<file path="config.mk">
export PLATFORM = sky130hd
export DESIGN_NAME = uart_tx_framer
export DESIGN_NICKNAME = d
export VERILOG_FILES = /design/src/rtl/uart_tx_framer.sv
export SDC_FILE = /design/constraint.sdc
export NUM_CORES = 1
export LEC_CHECK = 0
export CAP_MARGIN = 20
export CORE_UTILIZATION = 58
export CTS_BUF_LIST = sky130_fd_sc_hd__clkbuf_8
export DETAILED_ROUTE_END_ITERATION = 10
export MAX_ROUTING_LAYER = met4
export PLACE_DENSITY = 0.9
export SYNTH_ARGS = -nofsm -noshare
export SYNTH_HDL_FRONTEND = slang
export SYNTH_SLANG_ARGS = --single-unit
</file>
<file path="constraint.sdc">
create_clock -name clk -period 3.05 [get_ports clk]
set_clock_uncertainty 0.1 [all_clocks]
set_input_delay 0.305 -clock clk [delete_from_list [all_inputs] [get_ports clk]]
set_output_delay 0.305 -clock clk [all_outputs]
set_load 0.03 [all_outputs]
</file>
<file path="src/rtl/uart_tx_framer.sv">
// rtl/uart_tx_framer.sv - UART transmit framer with a small input FIFO
//
// Buffers bytes arriving through a valid/ready handshake and shifts each one
// out LSB-first as a UART frame: start bit, DATA_BITS data bits, optional even
// parity, one stop bit. Every bit lasts exactly one baud_tick period. Frames
// are sent back to back while the FIFO holds data.
//
// Build option: define UART_TX_PARITY_EN to insert an even-parity bit after
// the data bits. The port list is the same in both builds.
//
// Ports:
//   clk         in   system clock
//   rst_n       in   asynchronous active-low reset
//   baud_tick   in   one-clk pulse at each bit boundary
//   tx_data     in   byte to send
//   tx_valid    in   tx_data valid
//   tx_ready    out  FIFO can accept a byte (not full)
//   tx          out  serial line, idle high, registered
//   busy        out  high whenever the framer is not idle
//   fifo_count  out  bytes currently held in the FIFO
module uart_tx_framer #(
  parameter int DATA_BITS = 8,
  parameter int FIFO_AW   = 2
) (
  input  logic                 clk,
  input  logic                 rst_n,
  input  logic                 baud_tick,
  input  logic [DATA_BITS-1:0] tx_data,
  input  logic                 tx_valid,
  output logic                 tx_ready,
  output logic                 tx,
  output logic                 busy,
  output logic [FIFO_AW:0]     fifo_count
);

  localparam int DEPTH = 1 << FIFO_AW;
  localparam int IDX_W = (DATA_BITS > 1) ? $clog2(DATA_BITS) : 1;

  localparam logic [FIFO_AW:0]   CNT_FULL = DEPTH[FIFO_AW:0];
  localparam logic [FIFO_AW:0]   CNT_ONE  = 1;
  localparam logic [FIFO_AW-1:0] PTR_ONE  = 1;
  localparam logic [IDX_W-1:0]   IDX_ONE  = 1;
  localparam logic [IDX_W-1:0]   LAST_IDX = IDX_W'(DATA_BITS - 1);

`ifdef UART_TX_PARITY_EN
  typedef enum logic [2:0] {
    S_IDLE, S_START, S_DATA, S_PARITY, S_STOP
  } state_t;
`else
  typedef enum logic [2:0] {
    S_IDLE, S_START, S_DATA, S_STOP
  } state_t;
`endif

  // FIFO storage and bookkeeping
  logic [DATA_BITS-1:0] r_mem [DEPTH];
  logic [FIFO_AW-1:0]   r_wr_ptr;
  logic [FIFO_AW-1:0]   r_rd_ptr;
  logic [FIFO_AW:0]     r_count;

  // Framer state
  state_t               r_state;
  logic [DATA_BITS-1:0] r_shift;
  logic [IDX_W-1:0]     r_bit_idx;
  logic                 r_tx;
  logic                 r_busy;
`ifdef UART_TX_PARITY_EN
  logic                 r_parity;
`endif

  logic                 w_full;
  logic                 w_nonempty;
  logic                 w_push;
  logic                 w_pop;
  logic [DATA_BITS-1:0] w_head;

  assign w_full     = (r_count == CNT_FULL);
  assign w_nonempty = (r_count != '0);
  assign w_push     = tx_valid && !w_full;
  // The pop looks only at the registered count, so a byte written on a tick
  // edge is never popped on that same edge.
  assign w_pop      = baud_tick && w_nonempty &&
                      ((r_state == S_IDLE) || (r_state == S_STOP));
  assign w_head     = r_mem[r_rd_ptr];

  assign tx_ready   = !w_full;
  assign tx         = r_tx;
  assign busy       = r_busy;
  assign fifo_count = r_count;

  // Storage is not reset: the pointers and count define what is valid.
  always_ff @(posedge clk) begin
    if (w_push) begin
      r_mem[r_wr_ptr] <= tx_data;
    end
  end

  always_ff @(posedge clk or negedge rst_n) begin
    if (!rst_n) begin
      r_wr_ptr <= '0;
      r_rd_ptr <= '0;
      r_count  <= '0;
    end else begin
      if (w_push) begin
        r_wr_ptr <= r_wr_ptr + PTR_ONE;
      end
      if (w_pop) begin
        r_rd_ptr <= r_rd_ptr + PTR_ONE;
      end
      case ({w_push, w_pop})
        2'b10:   r_count <= r_count + CNT_ONE;
        2'b01:   r_count <= r_count - CNT_ONE;
        default: r_count <= r_count;
      endcase
    end
  end

  // tx is registered: each transition loads the line level of the state
  // being entered, so the line changes on the tick edge itself.
  always_ff @(posedge clk or negedge rst_n) begin
    if (!rst_n) begin
      r_state   <= S_IDLE;
      r_shift   <= '0;
      r_bit_idx <= '0;
      r_tx      <= 1'b1;
      r_busy    <= 1'b0;
`ifdef UART_TX_PARITY_EN
      r_parity  <= 1'b0;
`endif
    end else if (baud_tick) begin
      case (r_state)
        S_IDLE: begin
          r_tx <= 1'b1;
          if (w_nonempty) begin
            r_state  <= S_START;
            r_shift  <= w_head;
            r_tx     <= 1'b0;
            r_busy   <= 1'b1;
`ifdef UART_TX_PARITY_EN
            r_parity <= ^w_head;
`endif
          end
        end

        S_START: begin
          r_state   <= S_DATA;
          r_bit_idx <= '0;
          r_tx      <= r_shift[0];
          r_shift   <= r_shift >> 1;
        end

        S_DATA: begin
          if (r_bit_idx == LAST_IDX) begin
`ifdef UART_TX_PARITY_EN
            r_state <= S_PARITY;
            r_tx    <= r_parity;
`else
            r_state <= S_STOP;
            r_tx    <= 1'b1;
`endif
          end else begin
            r_bit_idx <= r_bit_idx + IDX_ONE;
            r_tx      <= r_shift[0];
            r_shift   <= r_shift >> 1;
          end
        end

`ifdef UART_TX_PARITY_EN
        S_PARITY: begin
          r_state <= S_STOP;
          r_tx    <= 1'b1;
        end
`endif

        S_STOP: begin
          if (w_nonempty) begin
            // Back-to-back frame: next start bit follows the stop bit directly.
            r_state  <= S_START;
            r_shift  <= w_head;
            r_tx     <= 1'b0;
`ifdef UART_TX_PARITY_EN
            r_parity <= ^w_head;
`endif
          end else begin
            r_state <= S_IDLE;
            r_tx    <= 1'b1;
            r_busy  <= 1'b0;
          end
        end

        default: begin
          r_state <= S_IDLE;
          r_tx    <= 1'b1;
          r_busy  <= 1'b0;
        end
      endcase
    end
  end

endmodule
</file>
# Word level (Yosys, flattened, before mapping)
# Memory sizes are Yosys's and may differ from the RTL's.
# Index checks and enable logic that the tools add are counted.
[totals]
output_inout_bits = 6
elab_cells = 61
regBits = 23
n_memories = 1
input_bits = 12
mem_bits_rw = 32
[memory_table]
columns = ["name", "words", "width", "read_ports", "rd_ports_with_merged_regs", "write_ports", "line", "rtl"]
rows = [
  ["r_mem", 4, 8, 1, 0, 1, "56", "logic [DATA_BITS-1:0] r_mem [DEPTH];"],
]
[op_classes]
bitwise = 1
muxes = 18
eq_ne = 12
n_reduce_logical = 16
addsub = 5
[ops]
columns = ["operator", "n"]
rows = [
  ["one-hot mux 8 bit (3 select lines)", 1],
  ["2-to-1 mux 8 bit", 2],
  ["one-hot mux 3 bit (2 select lines)", 2],
  ["one-hot mux 3 bit (4 select lines)", 1],
  ["2-to-1 mux 3 bit", 3],
  ["inequality test 2 bit, second input constant", 4],
  ["AND reduction 4 bit", 2],
  ["2-to-1 mux 1 bit", 7],
  ["adder 3 x 1 -> 3 bit, second input constant", 2],
  ["equality test 3 x 2 -> 1 bit, second input constant", 2],
  ["equality test 3 bit, second input constant", 2],
  ["one-hot mux 1 bit (3 select lines)", 2],
  ["AND reduction 3 bit", 2],
  ["nonzero test 3 bit", 2],
  ["adder 2 x 1 -> 2 bit, second input constant", 2],
  ["nonzero test 2 bit", 2],
  ["OR reduction 2 bit", 2],
  ["equality test 3 x 1 -> 1 bit, second input constant", 1],
  ["logical AND 1 bit", 3],
  ["zero test 3 bit", 1],
  ["subtractor 3 x 1 -> 3 bit, second input constant", 1],
  ["equality test 2 x 1 -> 1 bit, second input constant", 1],
  ["equality test 2 bit, second input constant", 1],
  ["inequality test 2 x 1 -> 1 bit, second input constant", 1],
  ["3 further kinds", 3],
]

# Logic depth before layout (Yosys ltp)
[logic_depth]
word_depth = 5
mapped_depth = 10
depth_no_buf = 10

# Worst setup path after synthesis
# OpenSTA, ideal clock, no wires.
[synth_path]
path_type = "register to register"
startpoint = "register r_count[2] (netlist: fifo_count[2])"
endpoint = "register r_count[2] (netlist: fifo_count[2])"
path_slack_ns = 0.611
path_buffers = 0
t_required_ns = 2.869
setup_time_ns = 0.081
period_less_slack_ns = 2.439
path_stages_with_launch = 10
t_arrival_ns = 2.258
path_cell_list = "dfrtp_1 or3b_4 and2_4 inv_1 ha_1 inv_1 fa_1 xor2_1 nor2_1 xor2_1"
[synth_via]
elab_chain_len = 5
elab_cells_between_ends = 12
classes_between = "add/sub (2); eq/ne (3); mux (1); reduce/logical (6)"
[synth_rtl]
columns = ["item", "line", "rtl"]
rows = [
  ["start, declared", "59", "logic [FIFO_AW:0] r_count;"],
  ["start signal, assigned", "111", "2'b10: r_count <= r_count + CNT_ONE;"],
  ["start signal, assigned", "112", "2'b01: r_count <= r_count - CNT_ONE;"],
  ["start signal, assigned", "113", "default: r_count <= r_count;"],
  ["equality test 3 bit *", "77", "assign w_full = (r_count == CNT_FULL);"],
  ["zero test 1 bit *", "-", ""],
  ["via tx_ready", "30", "output logic tx_ready,"],
  ["logical AND 1 bit *", "79", "assign w_push = tx_valid && !w_full;"],
  ["equality test 2 x 1 -> 1 bit or equality test 2 bit (tied branches)", "110", "case ({w_push, w_pop})"],
  ["one-hot mux 3 bit (2 select lines) or nonzero test 2 bit (tied branches)", "-", ""],
]
# The timed path passes the listed nets; every way through them passes the cells marked *.
# A chain may end at the register's enable or synchronous reset.

# Final worst setup path
[layout_path]
startpoint = "register r_state[1]"
endpoint = "register r_count[2] (netlist: fifo_count[2])"
[layout_via]
elab_chain_len = 5
elab_cells_between_ends = 8
classes_between = "eq/ne (3); mux (1); reduce/logical (4)"
[layout_rtl]
columns = ["item", "line", "rtl"]
rows = [
  ["start, declared", "62", "state_t r_state;"],
  ["start signal, assigned", "122", "r_state <= S_IDLE;"],
  ["start signal, assigned", "135", "r_state <= S_START;"],
  ["start signal, assigned", "146", "r_state <= S_DATA;"],
  ["equality test 3 x 2 -> 1 bit or zero test 3 bit (tied branches)", "83", "((r_state == S_IDLE) || (r_state == S_STOP));"],
  ["logical OR 1 bit *", "83", ""],
  ["logical AND 1 bit *", "82", "assign w_pop = baud_tick && w_nonempty &&"],
  ["via w_pop", "74", "logic w_pop;"],
  ["equality test 2 x 1 -> 1 bit or equality test 2 bit (tied branches)", "110", ""],
  ["one-hot mux 3 bit (2 select lines) or nonzero test 2 bit (tied branches)", "-", ""],
]
# Marked as above.

==> impl_results.md <==
* Fmax at 0.409 GHz
* Sequential-to-total area share from yosys stat at approximately 61%
* Final #Nets at 209
* Reg clk slew, reported paths at 100 ps
* Routed WL at between 4000 and 5000 um
* Highest metal used: met4
* H-Tree Depth at 2
* Cell Area, Synth at 2490 sq um
* Starting Density at 61.3%
* Max_cap viols at 0
* DRT antenna net count at 0
* CTS Buf Count at 5
* Top_reg_cell synth: edfxtp_1
* CP required at ~3200 ps
* Avg WL per Cell at 17.8 um
* Leading cell type by number of instances after synthesis: edfxtp_1
* Fin crit share at 80.3%
* Total die area at 4550 sq um
* Tmin final at 2450 ps
* Pwr per Cell Area at 997 nW/um^2
* Met2 Routed Length at 2250 um
* Detailed Place HPWL at between 2000 and 3000 um
* Synth Warn # at 0
* Number of global-route vias before repair at 1397
* Synthesized netlist cell count at 165
* Post-CTS setup buffer count at 0
* Gpl congestion at 0.689
* CTS root buffer: clkbuf_8
* Global route total overflow at 0
* Synth top cells by count: edfxtp_1, dfrtp_1, inv_1
* M1 WL at 1810 um
* # diodes at 0
* Netlist cell types at 39
* Skew-Pair Late Insertion Delay at 310 ps
* Die height at 67.5 um
* Slew Viols, Final at 0
* Slew headroom at 58.2%
* CTS tree: done
* Crit-path max FO at 4
* Place WS at roughly 520 ps
* Core Box Area at 4060 sq um
* 1st-pass router iterations at 4
* Critical path data arrival time at 2590 ps
* Row Count at 23
* Fillcell total at about 280
* Sink Count at 54
* Buffers on Ports at 17
* IO Pins at 18
* LEAKAGE at 0.00111 uW
* HP Class: input pin to asynchronous set/reset pin
* Maximum vdd drop at 0.000580 V
* Syn_nets at around 190
* Vias at 1405
* Fraction of layout cells with a size suffix above 1 at 16.1%
* Synth top area share at around 39%
* First DRT Iteration DRCs at 68
* Largest net degree at the start of global routing at 23
* Global-route wire length before repair at ~6800 um
* Final Worst Setup Slack at 602 ps
* CP Launch Type: register
* Vias/cell at 5.95
* Yosys reg bits at 54
* Mean Syn Cell Area at 15.1 sq um
* Initial antenna violation count at 0
* Number of enable flip-flop cells after synthesis at 32
* RSZ-0062 raised after global routing: no
* P&R area growth vs syn at 12.8%
* CTS resizes at 0
* Synth area leader: edfxtp_1
* Die X-Extent at between 60 and 70 um
* Synth area leaders: edfxtp_1, dfrtp_1, mux4_2, ha_1, o211a_1
* CTS Buffer Depth at 2
* DRC viols at 0
* CP Class: register to register
* Total negative setup slack at 0 ps
* Ys async rst share at between 40% and 50%
* Status: finished clean
* Worst slew pin tran at 624 ps
* Setup-failing EPs final at 0
* Final Hold Viols at 0
* Total track usage at between 20% and 30%
* Setup crit end kind: register
* Post-CTS Hold Fix Bufs at 0
* Met3 WL post-DR at 105 um
-- metal layers --
layer  vias to the layer above  track usage, %
li1                        654               -
met1                       721            26.1
met2                        26            36.5
met3                         4            5.07
met4                         0            6.38
met5                         -               -
-- critical path: stages, from the launching register on --
cell and delay (ps):
dfrtp_1 430, inv_1 80, ha_1 280, nand2b_1 200
nor2_1 190, ha_1 220, inv_1 60, fa_1 380
xor2_1 160, nor2_1 130, xor2_1 150
-- layout make-up --
type | instances | area [sq um] | share of cell area, %
clock inverter | 3 | 27.5 | 0.981
sequential | 54 | 1510 | 53.9
clock buffer | 5 | 68.8 | 2.45
tap | 50 | 62.6 | 2.23
timing repair buffer | 20 | 200 | 7.13
multi-input combinational | 92 | 890 | 31.7
inverter | 12 | 45.0 | 1.60
-- path summary, 6_finish.rpt --
kind,start,endpoint,slack (ps),cells past startpoint
max in group asynchronous,rst_n,r_wr_ptr[1]$_DFFE_PN0P_,2120,2
min in group clk,r_bit_idx[2]$_DFFE_PN0P_,r_bit_idx[2]$_DFFE_PN0P_,420,1
worst max register to register,r_state[1]$_DFFE_PN0P_,fifo_count[2]$_DFFE_PN0P_,600,10
worst min-delay path,rst_n,r_state[1]$_DFFE_PN0P_,260,1
worst max-delay path,r_state[1]$_DFFE_PN0P_,fifo_count[2]$_DFFE_PN0P_,600,10
worst min register to register,r_bit_idx[2]$_DFFE_PN0P_,r_bit_idx[2]$_DFFE_PN0P_,420,1
-- flip-flops by register name, summed over array words and instances (netlist names) --
signal	count
busy	1
fifo_count	3
r_bit_idx	3
r_mem	32
r_rd_ptr	2
r_shift	8
r_state	2
r_wr_ptr	2
tx	1
-- stage by stage --
stage / cell area (sq um) / util (%) / hold slack (ps) / power, uW / std cells
3_3_place_gp: 2700 / 66.4 / 376 / 2300 / 227
5_1_grt: 2810 / 69.2 / 271 / 2970 / 236
2_1_floorplan: 2490 / - / -90.6 / 2080 / 165
6_report: 2810 / 69.2 / 256 / 2800 / 236
4_1_cts: 2790 / 68.8 / 424 / 2820 / 235
3_5_place_dp: 2700 / 66.4 / 400 / 2400 / 227
-- power by group --
part	switching, uW	total (uW)	leakage (uW)	internal (uW)
combinational	597	1170	0.000512	569
sequential	199	1220	0.000551	1020
clock	243	414	0.0000467	170
-- cell usage in the layout (no fill, tap or decap), drive strengths merged, types with 3 or more instances in the layout --
cell / n
ha: 11
clkbuf: 5
clkdlybuf4s50: 17
inv: 14
a2bb2oi: 7
nor2: 11
o211a: 7
xor2: 4
mux4: 8
mux2: 3
o21ai: 4
dfrtp: 21
buf: 3
edfxtp: 32
nand2: 4
nand3b: 7
and3: 4
-- cells by family after synthesis --
family / count (synthesis) / share of synthesized area [%]
buf+inv: 19 / 3.42
flops: 54 / 60.8
simple gates: 36 / 8.50
xor+xnor: 6 / 2.11
compound gates: 27 / 9.91
fa+ha+maj: 12 / 6.34
mux: 11 / 8.90
(Power assumes the default switching activity.)
